**config.mk**
```make
export PLATFORM = sky130hd
export DESIGN_NAME = range_decode
export DESIGN_NICKNAME = d
export VERILOG_FILES = /design/src/rtl/range_decode.sv
export SDC_FILE = /design/constraint.sdc
export NUM_CORES = 1
export LEC_CHECK = 0
export ABC_AREA = 1
export CAP_MARGIN = 20
export CORE_ASPECT_RATIO = 0.7
export CORE_MARGIN = 2
export CORE_UTILIZATION = 45
export CTS_CLUSTER_DIAMETER = 30
export DETAILED_ROUTE_END_ITERATION = 12
export GPL_TIMING_DRIVEN = 0
export PLACE_DENSITY = 0.73
export SYNTH_ARGS = -nofsm -noshare
export SYNTH_HDL_FRONTEND = slang
export SYNTH_SLANG_ARGS = --single-unit
export TNS_END_PERCENT = 100
```
**constraint.sdc**
```tcl
create_clock -name i_clk -period 3.2 [get_ports i_clk]
set_clock_uncertainty 0.15 [all_clocks]
set_input_delay 0.64 -clock i_clk [delete_from_list [all_inputs] [get_ports i_clk]]
set_output_delay 0.64 -clock i_clk [all_outputs]
set_load 0.1 [all_outputs]
```
**src/rtl/range_decode.sv**
```systemverilog
// Address range decoder with registered output stage and optional skid buffer.
// Classifies each request against NS regions and counts misses.
module range_decode #(
  parameter int NS = 4,
  parameter int AW = 32,
  parameter int DW = 38,
  parameter logic [NS*AW-1:0] REGION_BASE = {
    2'b11, {(AW-2){1'b0}},
    2'b10, {(AW-2){1'b0}},
    2'b01, {(AW-2){1'b0}},
    2'b00, {(AW-2){1'b0}}
  },
  parameter logic [NS*AW-1:0] REGION_LAST = {
    2'b11, {(AW-2){1'b1}},
    2'b10, {(AW-2){1'b1}},
    2'b01, {(AW-2){1'b1}},
    2'b00, {(AW-2){1'b1}}
  },
  parameter logic [NS-1:0] READ_OK = '1,
  parameter logic [NS-1:0] WRITE_OK = '1,
  parameter bit OPT_SKID = 1'b1,
  parameter bit OPT_LOWPOWER = 1'b0,
  parameter int CW = 16
) (
  input  logic          i_clk,
  input  logic          i_reset_n,
  input  logic          i_valid,
  output logic          o_stall,
  input  logic [AW-1:0] i_addr,
  input  logic          i_we,
  input  logic [DW-1:0] i_data,
  output logic          o_valid,
  input  logic          i_stall,
  output logic [NS:0]   o_decode,
  output logic [AW-1:0] o_addr,
  output logic          o_we,
  output logic [DW-1:0] o_data,
  input  logic          i_clr_miss,
  output logic [CW-1:0] o_miss_count
);

  typedef struct packed {
    logic [NS:0]   dec;
    logic [AW-1:0] addr;
    logic          we;
    logic [DW-1:0] data;
  } req_t;

  logic [NS-1:0] hit;
  logic [NS:0]   dec;
  req_t          in_req;
  req_t          out_q;
  req_t          skid_q;
  logic          out_v;
  logic          skid_v;
  logic          accept;
  logic          out_free;
  logic          miss_acc;
  logic [CW-1:0] cnt;

  always_comb begin
    hit = '0;
    for (int k = 0; k < NS; k++) begin
      hit[k] = (i_addr >= REGION_BASE[k*AW +: AW])
            && (i_addr <= REGION_LAST[k*AW +: AW])
            && (i_we ? WRITE_OK[k] : READ_OK[k]);
    end
  end

  // Walk downwards so the lowest hitting index is written last.
  always_comb begin
    dec = '0;
    dec[NS] = 1'b1;
    for (int k = NS-1; k >= 0; k--) begin
      if (hit[k]) begin
        dec = '0;
        dec[k] = 1'b1;
      end
    end
  end

  assign in_req   = '{dec: dec, addr: i_addr, we: i_we, data: i_data};
  assign o_stall  = OPT_SKID ? skid_v : (out_v && i_stall);
  assign accept   = i_valid && !o_stall;
  assign out_free = !out_v || !i_stall;
  assign miss_acc = accept && dec[NS];

  always_ff @(posedge i_clk or negedge i_reset_n) begin
    if (!i_reset_n) begin
      out_v <= 1'b0;
      out_q <= '0;
    end else if (out_free) begin
      if (skid_v) begin
        out_v <= 1'b1;
        out_q <= skid_q;
      end else if (accept) begin
        out_v <= 1'b1;
        out_q <= in_req;
      end else begin
        out_v <= 1'b0;
        if (OPT_LOWPOWER)
          out_q <= '0;
      end
    end
  end

  // Skid only fills when the output is held; it drains on the next transfer.
  always_ff @(posedge i_clk or negedge i_reset_n) begin
    if (!i_reset_n) begin
      skid_v <= 1'b0;
      skid_q <= '0;
    end else if (skid_v) begin
      if (!i_stall) begin
        skid_v <= 1'b0;
        if (OPT_LOWPOWER)
          skid_q <= '0;
      end
    end else if (accept && !out_free) begin
      skid_v <= 1'b1;
      skid_q <= in_req;
    end
  end

  always_ff @(posedge i_clk or negedge i_reset_n) begin
    if (!i_reset_n)
      cnt <= '0;
    else if (i_clr_miss)
      cnt <= miss_acc ? CW'(1) : '0;
    else if (miss_acc && cnt != {CW{1'b1}})
      cnt <= cnt + CW'(1);
  end

  assign o_valid      = out_v;
  assign o_decode     = out_q.dec;
  assign o_addr       = out_q.addr;
  assign o_we         = out_q.we;
  assign o_data       = out_q.data;
  assign o_miss_count = cnt;

endmodule
```
# Word level (Yosys, flattened, before mapping)
# Cells that the tools add are included.
# totals
ff_bits,170
input_bits,76
# op_classes
addsub,1
magnitude_cmp,8
n_eq_ne,1
mux,14
bitwise,1
n_reduce_logical,17
# op_table
operator,count
76-bit two-way mux,2
32-bit greater-or-equal comparator (second input constant),2
32-bit <= comparator (second input constant),2
32-bit by 1-bit greater-or-equal comparator with 1-bit output (second input constant),1
32-bit by 31-bit greater-or-equal comparator with 1-bit output (second input constant),1
32-bit by 30-bit <= comparator with 1-bit output (second input constant),1
32-bit by 31-bit <= comparator with 1-bit output (second input constant),1
16-bit two-way mux,2
5-bit two-way mux,4
16-bit by 1-bit adder with 16-bit output (second input constant),1
16-bit inequality test (second input constant),1
1-bit logical AND,8
1-bit two-way mux,6
1-bit zero test,4
2-bit AND reduction,2
2-bit nonzero test,2
1-bit logical OR,1
1-bit inverter,1

# Logic depth before layout (Yosys ltp)
# Gate-level depths: netlist of the first run.
# depth
depth_word,10
ltp_mapped,8
ltp_nobuf,5

# Worst setup path after synthesis of the first run
# OpenSTA, ideal clock, no wires.
# synth_path
path_type,register to register
start,reg out_v (netlist: o_valid)
end,reg skid_q[69] (netlist bit)
t_arrival_ns,1.782
required_ns,2.928
path_slack_ns,1.146
path_stages_with_launch,8
path_buffers,2
synth_period_minus_slack_ns,2.054
path_cell_list,dfrtp_1 -> nand2_1 -> inv_1 -> nand2_4 -> buf_6 -> buf_6 -> nand2_1 -> o21ai_1
# synth_via
elab_chain_len,5
# synth_rtl
element,line_no,rtl
from (decl),54,logic out_v;
from (signal assigned),90,out_v <= 1'b0;
from (signal assigned),94,out_v <= 1'b1;
from (signal assigned),97,out_v <= 1'b1;
1-bit zero test,85,assign out_free = !out_v || !i_stall;
1-bit logical OR,85,
1-bit zero test,118,end else if (accept && !out_free) begin
1-bit logical AND,118,
2-bit AND reduction (no line),n/a,
to (signal assigned),120,skid_q <= in_req;
to (decl),53,req_t skid_q;
# Every way passes these cells.
# A chain may end at the register's enable or synchronous reset.

# Worst setup path in the final report of the first run
# layout_path
start,reg out_q (netlist bit o_data[24])
end,out o_data[24]
# layout_lines
element,line_no,rtl
from (decl),52,req_t out_q;
from (signal assigned),95,out_q <= skid_q;
from (signal assigned),98,out_q <= in_req;
to (decl),37,"output logic [DW-1:0] o_data,"
# No word-level cell between the ends.

==> flow_metrics.py, run 1 <==
metrics = {
    "global_route": {
        "maximum_number_of_pins_on_one_net_before_global_route_repair": 110,
        "grt.total_usage_pct": 22.3,
        "first_pass_grt_wire_length_mm": 30.6,
        "grt_overflow_total": 0,
        "grt_pass1_vias": 5987,
        "antenna_violations_before_repair": 0,
    },
    "yosys": {
        "yosys.area.top_type_share_pct": 58.0,
        "post_synth_mux_area_share_pct": 0,
        "syn_area_um2": 7340,
        "synthCells": 872,
        "netlist_cell_types": 17,
        "mappedNetlistNets": 948,
        "synth_largest_area_cell": "dfrtp_1",
        "synth_adder_area_share_pct": 0,
        "synth.yosys.warnings": 0,
        "synth_compound_gate_area_share_pct": 11.7,
        "synth_simple_gate_area_share_pct": 21.4,
        "avgSynthCellArea_um2": 8.41,
        "synth_seq_cells": 170,
        "yosys.area_share.xor_xnor_pct": 0,
        "yosysSeqAreaShare_pct": 58.0,
        "synth_top_family_by_area": "simple AND/OR/NAND/NOR gates",
        "synth.area.top_cells": "dfrtp_1 (58%), nand2_1 (20%), o21ai_0 (5.0%)",
    },
    "detailed_routing": {
        "drt_drc_violations_left": 0,
        "final_antenna_net_count": 0,
        "vias_per_cell": 4.75,
        "route.final.wire_length_mm": 18.4,
        "dr_total_vias": 6166,
        "wl_per_cell_um": 14.2,
        "first_iter_violations": 372,
        "dr.pass1.iters": 5,
    },
    "power": {
        "clkPwrFrac_pct": 23.7,
        "seqPwrFrac_pct": 34.5,
        "total_leakage_power_nw": 4.91,
        "internal-power_w": 0.00476,
        "pwr_density_cell_nw_per_um2": 879,
        "power.switching_fraction_pct": 45.4,
        "p_comb_share_pct": 41.8,
        "power.ir.vdd_worst_uv": 609,
        "power_switching_w": 0.00396,
    },
    "clock_network": {
        "ctsHtreeMaxLevel": 4,
        "buffer_count_from_post_cts_setup_fixing": 0,
        "cts-root-to-sink-buffers": 2,
        "tritoncts": "built",
        "post_cts_clock_slew_at_the_launch_and_capture_registers_of_the_worst_setup_and_hold_paths_ns": 0.07,
        "cts_resized": 0,
        "clock_sink_count": 170,
        "hold_buffers": 0,
        "clock_insertion_delay_worst_skew_ns": 0.42,
        "cts_made_buffers": 17,
        "cts_root_buf": "clkbuf_16",
    },
    "critical_path": {
        "cp_max_fo": 2,
        "path_delay_family": "buffers and inverters",
        "worstRegToRegCells": 7,
        "cp_slowest_cell": "clkdlybuf4s50_1",
        "path_buf_inv": 1,
        "worstPathRequired_ns": 2.41,
        "worstReg2RegStart": "o_stall",
        "path_cells": "clkdlybuf4s50_1",
        "worst_r2r_endpoint": "o_data[30]",
        "start_to_end_type_of_the_worst_setup_path": "flip-flop to output pin",
        "worst_setup_path_startpoint": "o_data[24]",
        "data_arrival_time_of_the_worst_path_ns": 1.97,
        "critPathCaptureType": "output pin",
        "critical_path.max_stage_delay_ns": 1.16,
        "critical_path.startpoint_type": "flip-flop",
        "regToRegSetupSlack_ns": 1.49,
    },
    "job": {
        "maxCapViolations": 0,
    },
    "die": {
        "dieHeight_um": 111,
        "dieWidth_um": 157,
        "die-area_um2": 17400,
        "rows": 39,
        "num_io_pins": 170,
        "initial_utilization_pct": 45.4,
        "coreArea_um2": 16200,
    },
    "placement": {
        "dpl.hpwl_mm": 12.7,
        "placed_cell_count": 1266,
        "portBuffers": 168,
        "gp_weighted_congestion": 0.781,
    },
    "layout": {
        "most_frequent_cells_in_the_layout": "nand2_1 (389), dfrtp_1 (170), clkdlybuf4s50_1 (167)",
        "finish.utilization_pct": 61.4,
        "final.fill_count": 1410,
        "antenna_cells": 0,
        "drive_above_1_share_pct": 8.85,
        "syn2layout_area_growth_pct": 35.3,
        "mostFrequentLayoutCell": "nand2_1",
        "finalNetCount": 1136,
        "final_cell_count_no_fill": 1298,
    },
    "sta": {
        "fmax_mhz": 362,
        "finalHoldWorstSlack_ns": -0.0122,
        "final-setup-viol-count": 0,
        "timing_worst_slew_pin_value_ns": 1.06,
        "period_share_pct": 86.4,
        "timing.final.hold_violations": 4,
        "final.setup.tns_ns": 0,
        "unrepaired_setup_endpoints_after_global_routing": "no",
        "timing.max_slew.rel_slack_pct": 29.3,
        "slew_violations": 0,
        "finalCriticalPeriod_ns": 2.76,
    },
    "status": {
        "failed_checks": "negative hold slack",
        "status": "complete, but fails checks",
    },
    "hold_path": {
        "hold_class": "input port to async pin",
    },
}
[power by group through the flow]
stage	Sequential [W]	Combinational [W]	Clock (W)
floorplan	0.00487	0.000832	0
finish	0.00301	0.00365	0.00207
global route	0.00307	0.00386	0.00222
CTS	0.00301	0.00367	0.00211
global placement	0.00302	0.00362	0
detailed placement	0.00303	0.00366	0
[cell usage after synthesis]
library cell,n
inv_2,1
clkbuf_1,20
nand2_4,1
inv_1,90
buf_6,13
o21ai_1,48
o21ai_0,73
o21ai_4,1
buf_2,17
o21ai_2,26
nand3_1,3
dfrtp_1,170
buf_4,1
nand2_1,389
a21boi_0,1
nor2_1,17
nor2_8,1
[logic make-up after synthesis]
group,Yosys count
AO/OA/AOI/OAI,149
buffers and inverters,142
flip-flops,170
AND/OR/NAND/NOR,411
[flip-flops by register name, summed over array words and instances, names as in the netlist]
| register | cells |
|---|---|
| o_data | 38 |
| skid_q | 76 |
| o_we | 1 |
| o_stall | 1 |
| o_valid | 1 |
| o_decode | 5 |
| o_miss_count | 16 |
| o_addr | 32 |
[routing by layer]
layer | share of wire [%] | up-vias | global-route usage, %
li1 | - | 3049 | -
met5 | 0 | - | 0
met3 | 7.2 | 12 | 6.96
met2 | 42 | 189 | 31.2
met1 | 50 | 2916 | 33.7
met4 | 0.77 | 0 | 5.69
[through the flow]
stage	total power, W	hold slack, ns	area [um^2]	setup slack [ns]
floorplan	0.00570	0.194	7340	1.15
global placement	0.00664	0.304	9300	-5.79
detailed placement	0.00669	0.309	9330	0.747
CTS	0.00879	0.00161	9920	0.419
global route	0.00915	0.00796	9920	0.382
finish	0.00873	-0.0122	9920	0.436
[final cells by class]
cell class | instances | area, um^2 | share of cell area (%)
Multi-Input combinational cell | 560 | 2430 | 24.5
Timing Repair Buffer | 169 | 1710 | 17.3
Tap cell | 225 | 282 | 2.84
Buffer | 51 | 314 | 3.16
Inverter | 91 | 342 | 3.44
Sequential cell | 170 | 4250 | 42.9
Clock buffer | 17 | 425 | 4.29
Clock inverter | 15 | 166 | 1.68
[worst max-delay path by stage]
stage / depth (start not counted) / slack [ns] / endpoint
CTS: 1 / 0.42 / o_data[29]
floorplan: 7 / 1.15 / skid_q[69]
finish: 1 / 0.44 / o_data[24]
global route: 1 / 0.38 / o_addr[0]
global placement: 1 / -5.79 / o_miss_count[13]
detailed placement: 8 / 0.75 / o_data[19]
Power figures use the tool's default switching activity.
==> inputs of run 2 (changes only) <==
Clock period 3.2 ns to 3.6 ns, I/O delays scaled along.
==> results of run 2 <==
Same layout as run 1 (identical final DEF). Status: completed.
Main changes from that run: setup slack after placement 0.747 ns -> 1.07 ns; setup slack after layout 0.436 ns -> 0.756 ns; hold slack -0.0122 ns -> 0.0678 ns; number of hold violations in the final report 4 -> 0; register-to-register setup slack 1.49 ns -> 1.89 ns; total power 0.00873 W -> 0.00776 W; worst IR drop on VDD 609 uV -> 542 uV
